<file path="config.mk">
export PLATFORM = sky130hd
export DESIGN_NAME = pipeline_stall_ctrl_flat
export DESIGN_NICKNAME = d
export VERILOG_FILES = /design/src/rtl/pipeline_ctrl_pkg.sv /design/src/rtl/pipeline_stall_ctrl_if.sv /design/src/rtl/pipeline_stall_ctrl_load_use_detect.sv /design/src/rtl/pipeline_stall_ctrl.sv /design/src/flat_wrapper.sv
export SDC_FILE = /design/constraint.sdc
export NUM_CORES = 1
export LEC_CHECK = 0
export ABC_CLOCK_PERIOD_IN_PS = 1700
export CAP_MARGIN = 30
export CORE_MARGIN = 2
export CORE_UTILIZATION = 41
export DETAILED_ROUTE_END_ITERATION = 12
export GPL_ROUTABILITY_DRIVEN = 0
export PLACE_DENSITY = 0.75
export SETUP_SLACK_MARGIN = 0.15
export SLEW_MARGIN = 20
export SYNTH_ARGS = -nofsm -noshare
export SYNTH_HDL_FRONTEND = slang
export SYNTH_SLANG_ARGS = --single-unit
</file>
<file path="constraint.sdc">
create_clock -name clk -period 1.7 [get_ports clk]
set_input_delay 0.34 -clock clk [delete_from_list [all_inputs] [get_ports clk]]
set_output_delay 0.34 -clock clk [all_outputs]
set_load 0.005 [all_outputs]
</file>
<file path="src/rtl/pipeline_ctrl_pkg.sv">
// Shared types and defaults for the pipeline stall/flush sequencer.
// State encodings, latch-control bundle and default widths.
package pipeline_ctrl_pkg;

    localparam int REG_ADDR_W_DEF = 3;
    localparam int CNT_W_DEF      = 16;

    typedef enum logic [1:0] {
        S_RUN     = 2'd0,
        S_DRAIN   = 2'd1,
        S_HALTED  = 2'd2,
        S_ILLEGAL = 2'd3
    } state_e;

    typedef struct packed {
        logic pc;
        logic fd;
        logic dx;
        logic xm;
        logic mw;
        logic fd_flush;
        logic dx_flush;
    } ctl_t;

    localparam ctl_t CTL_PASS = '{pc: 1'b1, fd: 1'b1, dx: 1'b1, xm: 1'b1, mw: 1'b1,
                                  fd_flush: 1'b0, dx_flush: 1'b0};
    localparam ctl_t CTL_FREEZE = '{default: 1'b0};

endpackage

</file>
<file path="src/rtl/pipeline_stall_ctrl_if.sv">
// Hazard inputs and latch controls between the pipeline datapath and the stall sequencer.
// master = datapath side, slave = sequencer.
interface pipeline_stall_ctrl_if #(
    parameter int REG_ADDR_W = 3,
    parameter int CNT_W      = 16
);
    logic [REG_ADDR_W-1:0] rs1_d;
    logic [REG_ADDR_W-1:0] rs2_d;
    logic                  useRs1_d;
    logic                  useRs2_d;
    logic                  halt_d;
    logic                  memRead_x;
    logic [REG_ADDR_W-1:0] writeReg_x;
    logic                  redirect_x;
    logic                  halt_wb;
    logic                  imemStall;
    logic                  dmemStall;

    logic                  pcWriteEn;
    logic                  fdWriteEn;
    logic                  dxWriteEn;
    logic                  xmWriteEn;
    logic                  mwWriteEn;
    logic                  fdFlush;
    logic                  dxFlush;
    logic                  haltDone;
    logic [CNT_W-1:0]      stallCount;

    modport master (
        output rs1_d, rs2_d, useRs1_d, useRs2_d, halt_d, memRead_x, writeReg_x,
               redirect_x, halt_wb, imemStall, dmemStall,
        input  pcWriteEn, fdWriteEn, dxWriteEn, xmWriteEn, mwWriteEn,
               fdFlush, dxFlush, haltDone, stallCount
    );

    modport slave (
        input  rs1_d, rs2_d, useRs1_d, useRs2_d, halt_d, memRead_x, writeReg_x,
               redirect_x, halt_wb, imemStall, dmemStall,
        output pcWriteEn, fdWriteEn, dxWriteEn, xmWriteEn, mwWriteEn,
               fdFlush, dxFlush, haltDone, stallCount
    );
endinterface

</file>
<file path="src/rtl/pipeline_stall_ctrl_load_use_detect.sv">
// Load-use hazard comparator: decode reads a register the load in execute is writing.
// Register 0 is compared like any other register.
module load_use_detect #(
    parameter int REG_ADDR_W = 3
) (
    input  logic [REG_ADDR_W-1:0] i_rs1_d,
    input  logic [REG_ADDR_W-1:0] i_rs2_d,
    input  logic                  i_use_rs1_d,
    input  logic                  i_use_rs2_d,
    input  logic                  i_mem_read_x,
    input  logic [REG_ADDR_W-1:0] i_write_reg_x,
    output logic                  o_load_use
);
    logic w_hit_rs1;
    logic w_hit_rs2;

    assign w_hit_rs1  = i_use_rs1_d && (i_rs1_d == i_write_reg_x);
    assign w_hit_rs2  = i_use_rs2_d && (i_rs2_d == i_write_reg_x);
    assign o_load_use = i_mem_read_x && (w_hit_rs1 || w_hit_rs2);
endmodule

</file>
<file path="src/rtl/pipeline_stall_ctrl.sv">
// Central stall/flush sequencer: prioritised latch control, halt draining FSM
// and a saturating stall-cycle counter.
module pipeline_stall_ctrl
    import pipeline_ctrl_pkg::*;
#(
    parameter int REG_ADDR_W = REG_ADDR_W_DEF,
    parameter int CNT_W      = CNT_W_DEF
) (
    input  logic                  clk,
    input  logic                  rst,
    pipeline_stall_ctrl_if.slave  bus
);
    state_e           r_state;
    state_e           w_next_state;
    logic [CNT_W-1:0] r_stall_cnt;
    logic             w_load_use;
    logic             w_stall_inc;
    logic             w_halt_done;
    ctl_t             w_ctl;

    load_use_detect #(.REG_ADDR_W(REG_ADDR_W)) u_load_use (
        .i_rs1_d       (bus.rs1_d),
        .i_rs2_d       (bus.rs2_d),
        .i_use_rs1_d   (bus.useRs1_d),
        .i_use_rs2_d   (bus.useRs2_d),
        .i_mem_read_x  (bus.memRead_x),
        .i_write_reg_x (bus.writeReg_x),
        .o_load_use    (w_load_use)
    );

    always_ff @(posedge clk or posedge rst) begin
        if (rst) begin
            r_state     <= S_RUN;
            r_stall_cnt <= '0;
        end else begin
            r_state <= w_next_state;
            if (w_stall_inc && (r_stall_cnt != {CNT_W{1'b1}}))
                r_stall_cnt <= r_stall_cnt + {{(CNT_W-1){1'b0}}, 1'b1};
        end
    end

    always_comb begin
        w_ctl        = CTL_FREEZE;
        w_stall_inc  = 1'b0;
        w_halt_done  = 1'b0;
        w_next_state = r_state;
        case (r_state)
            S_RUN: begin
                w_ctl = CTL_PASS;
                if (bus.dmemStall) begin
                    w_ctl       = CTL_FREEZE;
                    w_stall_inc = 1'b1;
                end else if (bus.redirect_x) begin
                    w_ctl.fd_flush = 1'b1;
                    w_ctl.dx_flush = 1'b1;
                end else if (w_load_use) begin
                    w_ctl.pc       = 1'b0;
                    w_ctl.fd       = 1'b0;
                    w_ctl.dx_flush = 1'b1;
                    w_stall_inc    = 1'b1;
                end else if (bus.imemStall) begin
                    w_ctl.pc       = 1'b0;
                    w_ctl.fd_flush = 1'b1;
                    w_stall_inc    = 1'b1;
                end else if (bus.halt_d) begin
                    w_ctl.pc       = 1'b0;
                    w_ctl.fd_flush = 1'b1;
                    w_next_state   = S_DRAIN;
                end
            end
            S_DRAIN: begin
                // Decode holds only nops here, so load-use and imem stalls are irrelevant.
                w_ctl          = CTL_PASS;
                w_ctl.pc       = 1'b0;
                w_ctl.fd_flush = 1'b1;
                if (bus.dmemStall) begin
                    w_ctl       = CTL_FREEZE;
                    w_stall_inc = 1'b1;
                    if (bus.halt_wb)
                        w_next_state = S_HALTED;
                end else if (bus.redirect_x) begin
                    w_ctl.pc       = 1'b1;
                    w_ctl.dx_flush = 1'b1;
                    w_next_state   = S_RUN;
                end else if (bus.halt_wb) begin
                    w_next_state = S_HALTED;
                end
            end
            S_HALTED: begin
                w_halt_done = 1'b1;
            end
            default: begin
                w_next_state = S_RUN;
            end
        endcase
        if (rst) begin
            w_ctl       = CTL_FREEZE;
            w_stall_inc = 1'b0;
            w_halt_done = 1'b0;
        end
    end

    assign bus.pcWriteEn  = w_ctl.pc;
    assign bus.fdWriteEn  = w_ctl.fd;
    assign bus.dxWriteEn  = w_ctl.dx;
    assign bus.xmWriteEn  = w_ctl.xm;
    assign bus.mwWriteEn  = w_ctl.mw;
    assign bus.fdFlush    = w_ctl.fd_flush;
    assign bus.dxFlush    = w_ctl.dx_flush;
    assign bus.haltDone   = w_halt_done;
    assign bus.stallCount = r_stall_cnt;
endmodule

</file>
<file path="src/flat_wrapper.sv">
// flat-port wrapper written by rule: the top's interface ports become plain ports
module pipeline_stall_ctrl_flat import pipeline_ctrl_pkg::*;
#(
    parameter int REG_ADDR_W = REG_ADDR_W_DEF,
    parameter int CNT_W      = CNT_W_DEF
)
  (clk, rst, bus_rs1_d, bus_rs2_d, bus_useRs1_d, bus_useRs2_d, bus_halt_d, bus_memRead_x, bus_writeReg_x, bus_redirect_x, bus_halt_wb, bus_imemStall, bus_dmemStall, bus_pcWriteEn, bus_fdWriteEn, bus_dxWriteEn, bus_xmWriteEn, bus_mwWriteEn, bus_fdFlush, bus_dxFlush, bus_haltDone, bus_stallCount);
  pipeline_stall_ctrl_if #(.REG_ADDR_W(REG_ADDR_W), .CNT_W(CNT_W)) bus_i ();
  input  logic clk;
  input  logic rst;
  input wire logic [$bits(bus_i.rs1_d)-1:0] bus_rs1_d;
  input wire logic [$bits(bus_i.rs2_d)-1:0] bus_rs2_d;
  input wire logic [$bits(bus_i.useRs1_d)-1:0] bus_useRs1_d;
  input wire logic [$bits(bus_i.useRs2_d)-1:0] bus_useRs2_d;
  input wire logic [$bits(bus_i.halt_d)-1:0] bus_halt_d;
  input wire logic [$bits(bus_i.memRead_x)-1:0] bus_memRead_x;
  input wire logic [$bits(bus_i.writeReg_x)-1:0] bus_writeReg_x;
  input wire logic [$bits(bus_i.redirect_x)-1:0] bus_redirect_x;
  input wire logic [$bits(bus_i.halt_wb)-1:0] bus_halt_wb;
  input wire logic [$bits(bus_i.imemStall)-1:0] bus_imemStall;
  input wire logic [$bits(bus_i.dmemStall)-1:0] bus_dmemStall;
  output wire logic [$bits(bus_i.pcWriteEn)-1:0] bus_pcWriteEn;
  output wire logic [$bits(bus_i.fdWriteEn)-1:0] bus_fdWriteEn;
  output wire logic [$bits(bus_i.dxWriteEn)-1:0] bus_dxWriteEn;
  output wire logic [$bits(bus_i.xmWriteEn)-1:0] bus_xmWriteEn;
  output wire logic [$bits(bus_i.mwWriteEn)-1:0] bus_mwWriteEn;
  output wire logic [$bits(bus_i.fdFlush)-1:0] bus_fdFlush;
  output wire logic [$bits(bus_i.dxFlush)-1:0] bus_dxFlush;
  output wire logic [$bits(bus_i.haltDone)-1:0] bus_haltDone;
  output wire logic [$bits(bus_i.stallCount)-1:0] bus_stallCount;
  assign bus_i.rs1_d = bus_rs1_d;
  assign bus_i.rs2_d = bus_rs2_d;
  assign bus_i.useRs1_d = bus_useRs1_d;
  assign bus_i.useRs2_d = bus_useRs2_d;
  assign bus_i.halt_d = bus_halt_d;
  assign bus_i.memRead_x = bus_memRead_x;
  assign bus_i.writeReg_x = bus_writeReg_x;
  assign bus_i.redirect_x = bus_redirect_x;
  assign bus_i.halt_wb = bus_halt_wb;
  assign bus_i.imemStall = bus_imemStall;
  assign bus_i.dmemStall = bus_dmemStall;
  assign bus_pcWriteEn = bus_i.pcWriteEn;
  assign bus_fdWriteEn = bus_i.fdWriteEn;
  assign bus_dxWriteEn = bus_i.dxWriteEn;
  assign bus_xmWriteEn = bus_i.xmWriteEn;
  assign bus_mwWriteEn = bus_i.mwWriteEn;
  assign bus_fdFlush = bus_i.fdFlush;
  assign bus_dxFlush = bus_i.dxFlush;
  assign bus_haltDone = bus_i.haltDone;
  assign bus_stallCount = bus_i.stallCount;
  pipeline_stall_ctrl #(.REG_ADDR_W(REG_ADDR_W), .CNT_W(CNT_W)) u_core (.clk(clk), .rst(rst), .bus(bus_i));
endmodule
</file>
==> metrics.txt, run 1 <==
crit path max fanout 5; Row Count 20; crit path DAT 2.02 ns; Ys Warns 0; CTS max path bufs 2; vias per cell about 5.5; Initial DRC Count 56; Vias 1,434; Overflow after GRT 0; Die ar. 3503 sq um; critical path class reg -> reg; die height 59.19 microns; drt drc 0; crit path launch type flop; Slew Viols, Final 0; violated checks setup timing; fraction of layout cells with a size suffix above 1 about 61%; CP most frequent cell buf_6; Setup Skew 0.002187 ns; vias in the first global route 1,518; final setup vio count 13; flops & latches, synth 18; starting density of the core 41.93%; PwrDens 626.9 nW/um^2; HPWL reported at the end of detailed placement about 2.6 mm; cts bufs inserted 3; Worst-Margin Slew approximately 0.32 ns; CTS tree yes; Synth top area share 36.07%; fmax 0.5531 GHz; commonest non-fill, non-tap cell in the layout buf_4; diode count 0; Max-Cap Viols 0; antenna viol nets, final 0; largest cells by area after synthesis dfrtp_1, xor2_1, a211oi_2, a2111oi_2, xnor2_1; final worst slack -0.1081 ns; Tcrit/Tclk final 106.4%; worst skew pair latency 0.32 ns; RSZ-0062 raised after global routing true; CP max-delay cell dfrtp_1; Synth Instances about 110; Sink Count 18; Distinct cells, synth 37; Root Driver clkbuf_4; Port Buffers 42; register area share after synthesis 36.07%; Overall Power 1.596 mW; core area 2978 sq um; total iterations of the first detailed-routing run 4; largest vdd supply drop 0.4956 mV; DIE WIDTH 59.19 microns; area leader, netlist dfrtp_1; Main synth FF type dfrtp_1; overall routing resource usage 28.75%; Worst slew margin around four fifths; Hold Buf Count CTS 0; first-pass GRT wire length 7.396 mm; P&R area growth vs syn 103.9%; initial antenna violation count 0; syn nets 132; syn avg cell area 11.15 sq um; min cycle time layout 1.808 ns; leakage 1.288 nW; setup TNS -0.5716 ns; final WL ~5.5 mm; max incr delay on CP ~0.42 ns; fin nets 250; fraction of registers with async set/reset 100.0%; CTS H-tree lvls 1; most frequent cells in the layout buf_4, buf_6, dfrtp_1; CP required 1.92 ns; Routed WL per cell 20.92 microns; Crit. End Element flop; HP Class in -> async; clock-pin slew on the worst setup and hold paths 0.12 ns; # IOs 43; Post-Syn Area 1249 sq um; Post-synth EDFFs 0; status finished, violations left; Filler cells 156; largest net degree at the start of global routing 19; Cell Chain, Critical Path buf_6, nor2_4, buf_6, a21oi_4, clkbuf_16, buf_6, a211oi_2, xor2_1; final hold vios 0
==> stage by stage <==
step | area, sq um | cells | util (%) | hold slack, ns | worst slack [ns]
6_report | 2546 | 262 | 85.50 | 0.3586 | -0.1081
5_1_grt | 2546 | 262 | 85.50 | 0.3731 | -0.1836
4_1_cts | 2381 | 250 | 79.96 | 0.3362 | -0.01825
3_5_place_dp | 1983 | 222 | 66.60 | 0.5301 | -0.8478
3_3_place_gp | 1983 | 222 | 66.60 | 0.5258 | -0.7911
2_1_floorplan | 1279 | 112 | - | 0.2786 | -0.01428
==> sequential cells by signal, indices dropped and copies added (netlist names) <==
name,cells
u_core.r_state,2
u_core.bus.stallCount,16
==> Yosys cell counts (3+ instances only) <==
cell type and instances:
dfrtp_1 18, xor2_1 13, a2111oi_2 5, nand2_1 4, nor3_1 3, a211oi_2 7, a21oi_1 4, nand3_1 8
inv_1 5, xnor2_1 8, nor2_1 3
==> report_power, final <==
group	switching (mW)	total, mW	internal (mW)
Clock	0.162	0.293	0.131
Combinational	0.351	0.797	0.446
Sequential	0.0359	0.506	0.470
==> critical path: cells and delay by family, from the launching register on <==
family / cells / cell delay (ns)
buffers and inverters: 4 / 0.57
flip-flops: 1 / 0.42
XOR/XNOR: 1 / 0.29
AO/OA/AOI/OAI: 2 / 0.27
AND/OR/NAND/NOR: 1 / 0.16
==> logic make-up after synthesis <==
| family | count (synthesis) | share of synthesized area [%] |
|---|---|---|
| AO/OA/AOI/OAI | 27 | 23.35 |
| XOR/XNOR | 21 | 14.73 |
| adder cells (fa/ha/maj) | 1 | 1.002 |
| buffers and inverters | 10 | 6.112 |
| flip-flops | 18 | 36.07 |
| multiplexers | 1 | 1.202 |
| AND/OR/NAND/NOR | 34 | 17.54 |
==> worst paths after layout <==
check                                                           start                               endpoint  slack, ns  depth (start not counted)
worst max-delay path                    u_core.r_state[0]$_DFFE_PP0P_   u_core.bus.stallCount[6]$_DFFE_PP0P_      -0.11                          8
worst min-delay path                                              rst  u_core.bus.stallCount[13]$_DFFE_PP0P_       0.36                          4
worst max register to register          u_core.r_state[0]$_DFFE_PP0P_   u_core.bus.stallCount[6]$_DFFE_PP0P_      -0.11                          8
worst min register to register  u_core.bus.stallCount[12]$_DFFE_PP0P_  u_core.bus.stallCount[12]$_DFFE_PP0P_       0.56                          2
max in group asynchronous                                         rst   u_core.bus.stallCount[1]$_DFFE_PP0P_       1.13                          4
min in group clk                                        bus_memRead_x          u_core.r_state[0]$_DFFE_PP0P_       0.45                          4
==> layer usage <==
layer | share of wire (%) | vias up | track usage, %
met5 | 0 | - | 0
met4 | 3.7 | 0 | 12.66
met3 | 4.2 | 22 | 4.803
met2 | 54 | 66 | 53.53
met1 | 38 | 702 | 31.42
li1 | - | 644 | -
==> repair_timing <==
item / 4_1_cts / 5_1_grt
endpoints found under the setup margin: 40 / 28
setup buffers: 23 / 12
gates resized for setup: 133 / 24
gates cloned: 1 / 0
pin swaps: 41 / 30
==> layout make-up <==
| class | count | area (sq um) | area share (%) |
|---|---|---|---|
| Inverter | 5 | 22.52 | 0.8845 |
| Tap cell | 33 | 41.29 | 1.622 |
| Timing Repair Buffer | 118 | 1100 | 43.19 |
| Multi-Input combinational cell | 84 | 895.9 | 35.18 |
| Sequential cell | 18 | 450.4 | 17.69 |
| Clock buffer | 4 | 36.28 | 1.425 |
No activity file was read; power rests on OpenSTA's default activity.
==> inputs of run 2 (changes only) <==
SKIP_CTS_REPAIR_TIMING = 1   (was default)
==> metrics.txt, run 2 (synthesis results as in run 1) <==
vias per cell 5.628 (+2.8%); Sink Count 18 (unchanged); CP most frequent cell buf_6; Initial DRC Count 71 (+27%); Pint 0.9905 mW (-5.4%); Switch Pwr 0.5165 mW (-5.9%); final worst slack -0.09624 ns (+0.01186 ns); Root Driver clkbuf_4; vias in the first global route 1,229 (-19%); # IOs 43 (unchanged); fmax 0.5567 GHz (+0.66%); Port Buffers 42 (unchanged); Slew Viols, Final 0 (unchanged); die height 59.19 microns (unchanged); largest net degree at the start of global routing 19 (unchanged); Net Sw Frac 34.27% (-0.11 points); CTS H-tree lvls 1 (unchanged); largest vdd supply drop 0.4841 mV (-2.3%); PwrDens 596.0 nW/um^2 (-4.9%); final setup vio count 8 (-5); setup TNS -0.3550 ns (+0.2167 ns); Crit path max-delay family buffers and inverters; fin nets 241 (-3.6%); drt drc 0 (unchanged); starting density of the core 41.93% (unchanged); P&R area growth vs syn 102.5%; Vias 1,424 (-0.70%); Routed WL per cell 20.59 microns (-1.6%); HPWL reported at the end of detailed placement 2.578 mm (unchanged); worst skew pair latency 0.32 ns (about the same); Die ar. 3503 sq um (unchanged); Worst-Margin Slew 0.5051 ns (+0.1862 ns); final WL 5.209 mm (-5.0%); violated checks setup timing; Buf/Inv on CP 4 (unchanged); Row Count 20 (unchanged); status finished, violations left; Tcrit/Tclk final 105.7% (-0.70 points); sequential share of power 33.6% (+1.9 points); CTS max path bufs 2 (unchanged); RSZ-0062 raised after global routing true; crit path max fanout 6 (+1); commonest non-fill, non-tap cell in the layout buf_4; DIE WIDTH 59.19 microns (unchanged); antenna viol nets, final 0 (unchanged); total iterations of the first detailed-routing run 4 (unchanged); initial antenna violation count 0 (unchanged); combinational power share 47.4% (-2.6 points); Setup Skew 0.009781 ns (+0.007594 ns); Worst slew margin 66.27% (-12 points); cts bufs inserted 3 (unchanged); CTS tree yes; core area 2978 sq um (unchanged); worst hold slack 0.2573 ns (-0.1014 ns); min cycle time layout 1.796 ns (-0.01186 ns); final hold vios 0 (unchanged); max incr delay on CP 0.47 ns (+0.05 ns); Max-Cap Viols 0 (unchanged); fraction of layout cells with a size suffix above 1 57.73% (-3.0 points); clock-pin slew on the worst setup and hold paths 0.12 ns (about the same); crit path DAT 2.03 ns (about the same); Largest register FFs 16 (unchanged); crit path launch type input port; Cell Chain, Critical Path clkdlybuf4s50_1, nor2_4, o211ai_4, buf_6, clkbuf_16, buf_6, a211oi_2, xor2_1; clock power share 19.0% (+0.6 points); critical path class in -> reg; overall routing resource usage 19.58% (-9.2 points); HP Class in -> async; leakage 1.438 nW (+12%); CP max-delay cell clkdlybuf4s50_1; first-pass GRT wire length 5.264 mm (-29%); diode count 0 (unchanged); most frequent cells in the layout buf_4, dlymetal6s2s_1, buf_6; CP required 1.93 ns (about the same); Overflow after GRT 0 (unchanged); Crit. End Element flop
-- run 2: path summary, 6_finish.rpt --
kind | start | to | slack (ns) | cells past startpoint
setup / recovery | bus_redirect_x | u_core.bus.stallCount[6]$_DFFE_PP0P_ | -0.1 | 8
hold / removal | rst | u_core.bus.stallCount[12]$_DFFE_PP0P_ | 0.26 | 4
setup reg to reg | u_core.r_state[1]$_DFFE_PP0P_ | u_core.bus.stallCount[6]$_DFFE_PP0P_ | -0.09 | 7
hold reg to reg | u_core.bus.stallCount[3]$_DFFE_PP0P_ | u_core.bus.stallCount[3]$_DFFE_PP0P_ | 0.58 | 2
max in group asynchronous | rst | u_core.bus.stallCount[15]$_DFFE_PP0P_ | 1.23 | 4
min in group clk | bus_memRead_x | u_core.r_state[0]$_DFFE_PP0P_ | 0.46 | 4
-- run 2: power groups by stage --
stage	logic [mW]	clock network, mW	registers [mW]
6_report	0.714	0.287	0.506
5_1_grt	0.756	0.305	0.509
4_1_cts	0.531	0.282	0.495
3_5_place_dp	0.526	0	0.501
3_3_place_gp	0.512	0	0.500
2_1_floorplan	0.211	0	0.527
-- run 2: cell type report --
type                    count  area, sq um
flip-flops and latches     18        452.9
clock buffers               4        36.28
repair buffers            107         1025
well taps                  33        41.29
fillers                   153        449.2
multi-input cells          86        952.2
inverters                   5        21.27
-- run 2: per-stage QoR --
stage / power, mW / worst slack [ns] / utilization (%) / instances / area [sq um]
floorplan: 0.7378 / -0.01428 / - / 112 / 1279
global placement: 1.012 / -0.7911 / 66.60 / 222 / 1983
detailed placement: 1.027 / -0.8478 / 66.60 / 222 / 1983
CTS: 1.308 / -0.8466 / 67.82 / 226 / 2019
global route: 1.569 / -0.1741 / 84.92 / 253 / 2529
finish: 1.507 / -0.09624 / 84.92 / 253 / 2529
-- run 2: tightest hold or removal path, cell delays in order --
cell            delay [ns]
dlymetal6s2s_1        0.15
buf_4                 0.17
inv_1                 0.05
buf_4                 0.25
-- run 2: per-layer routing --
layer	vias up	track usage [%]	share of wire [%]
met2	65	35.64	53
li1	634	-	-
met5	-	0	0
met3	18	1.528	3.9
met1	707	23.97	39
met4	0	6.818	3.4
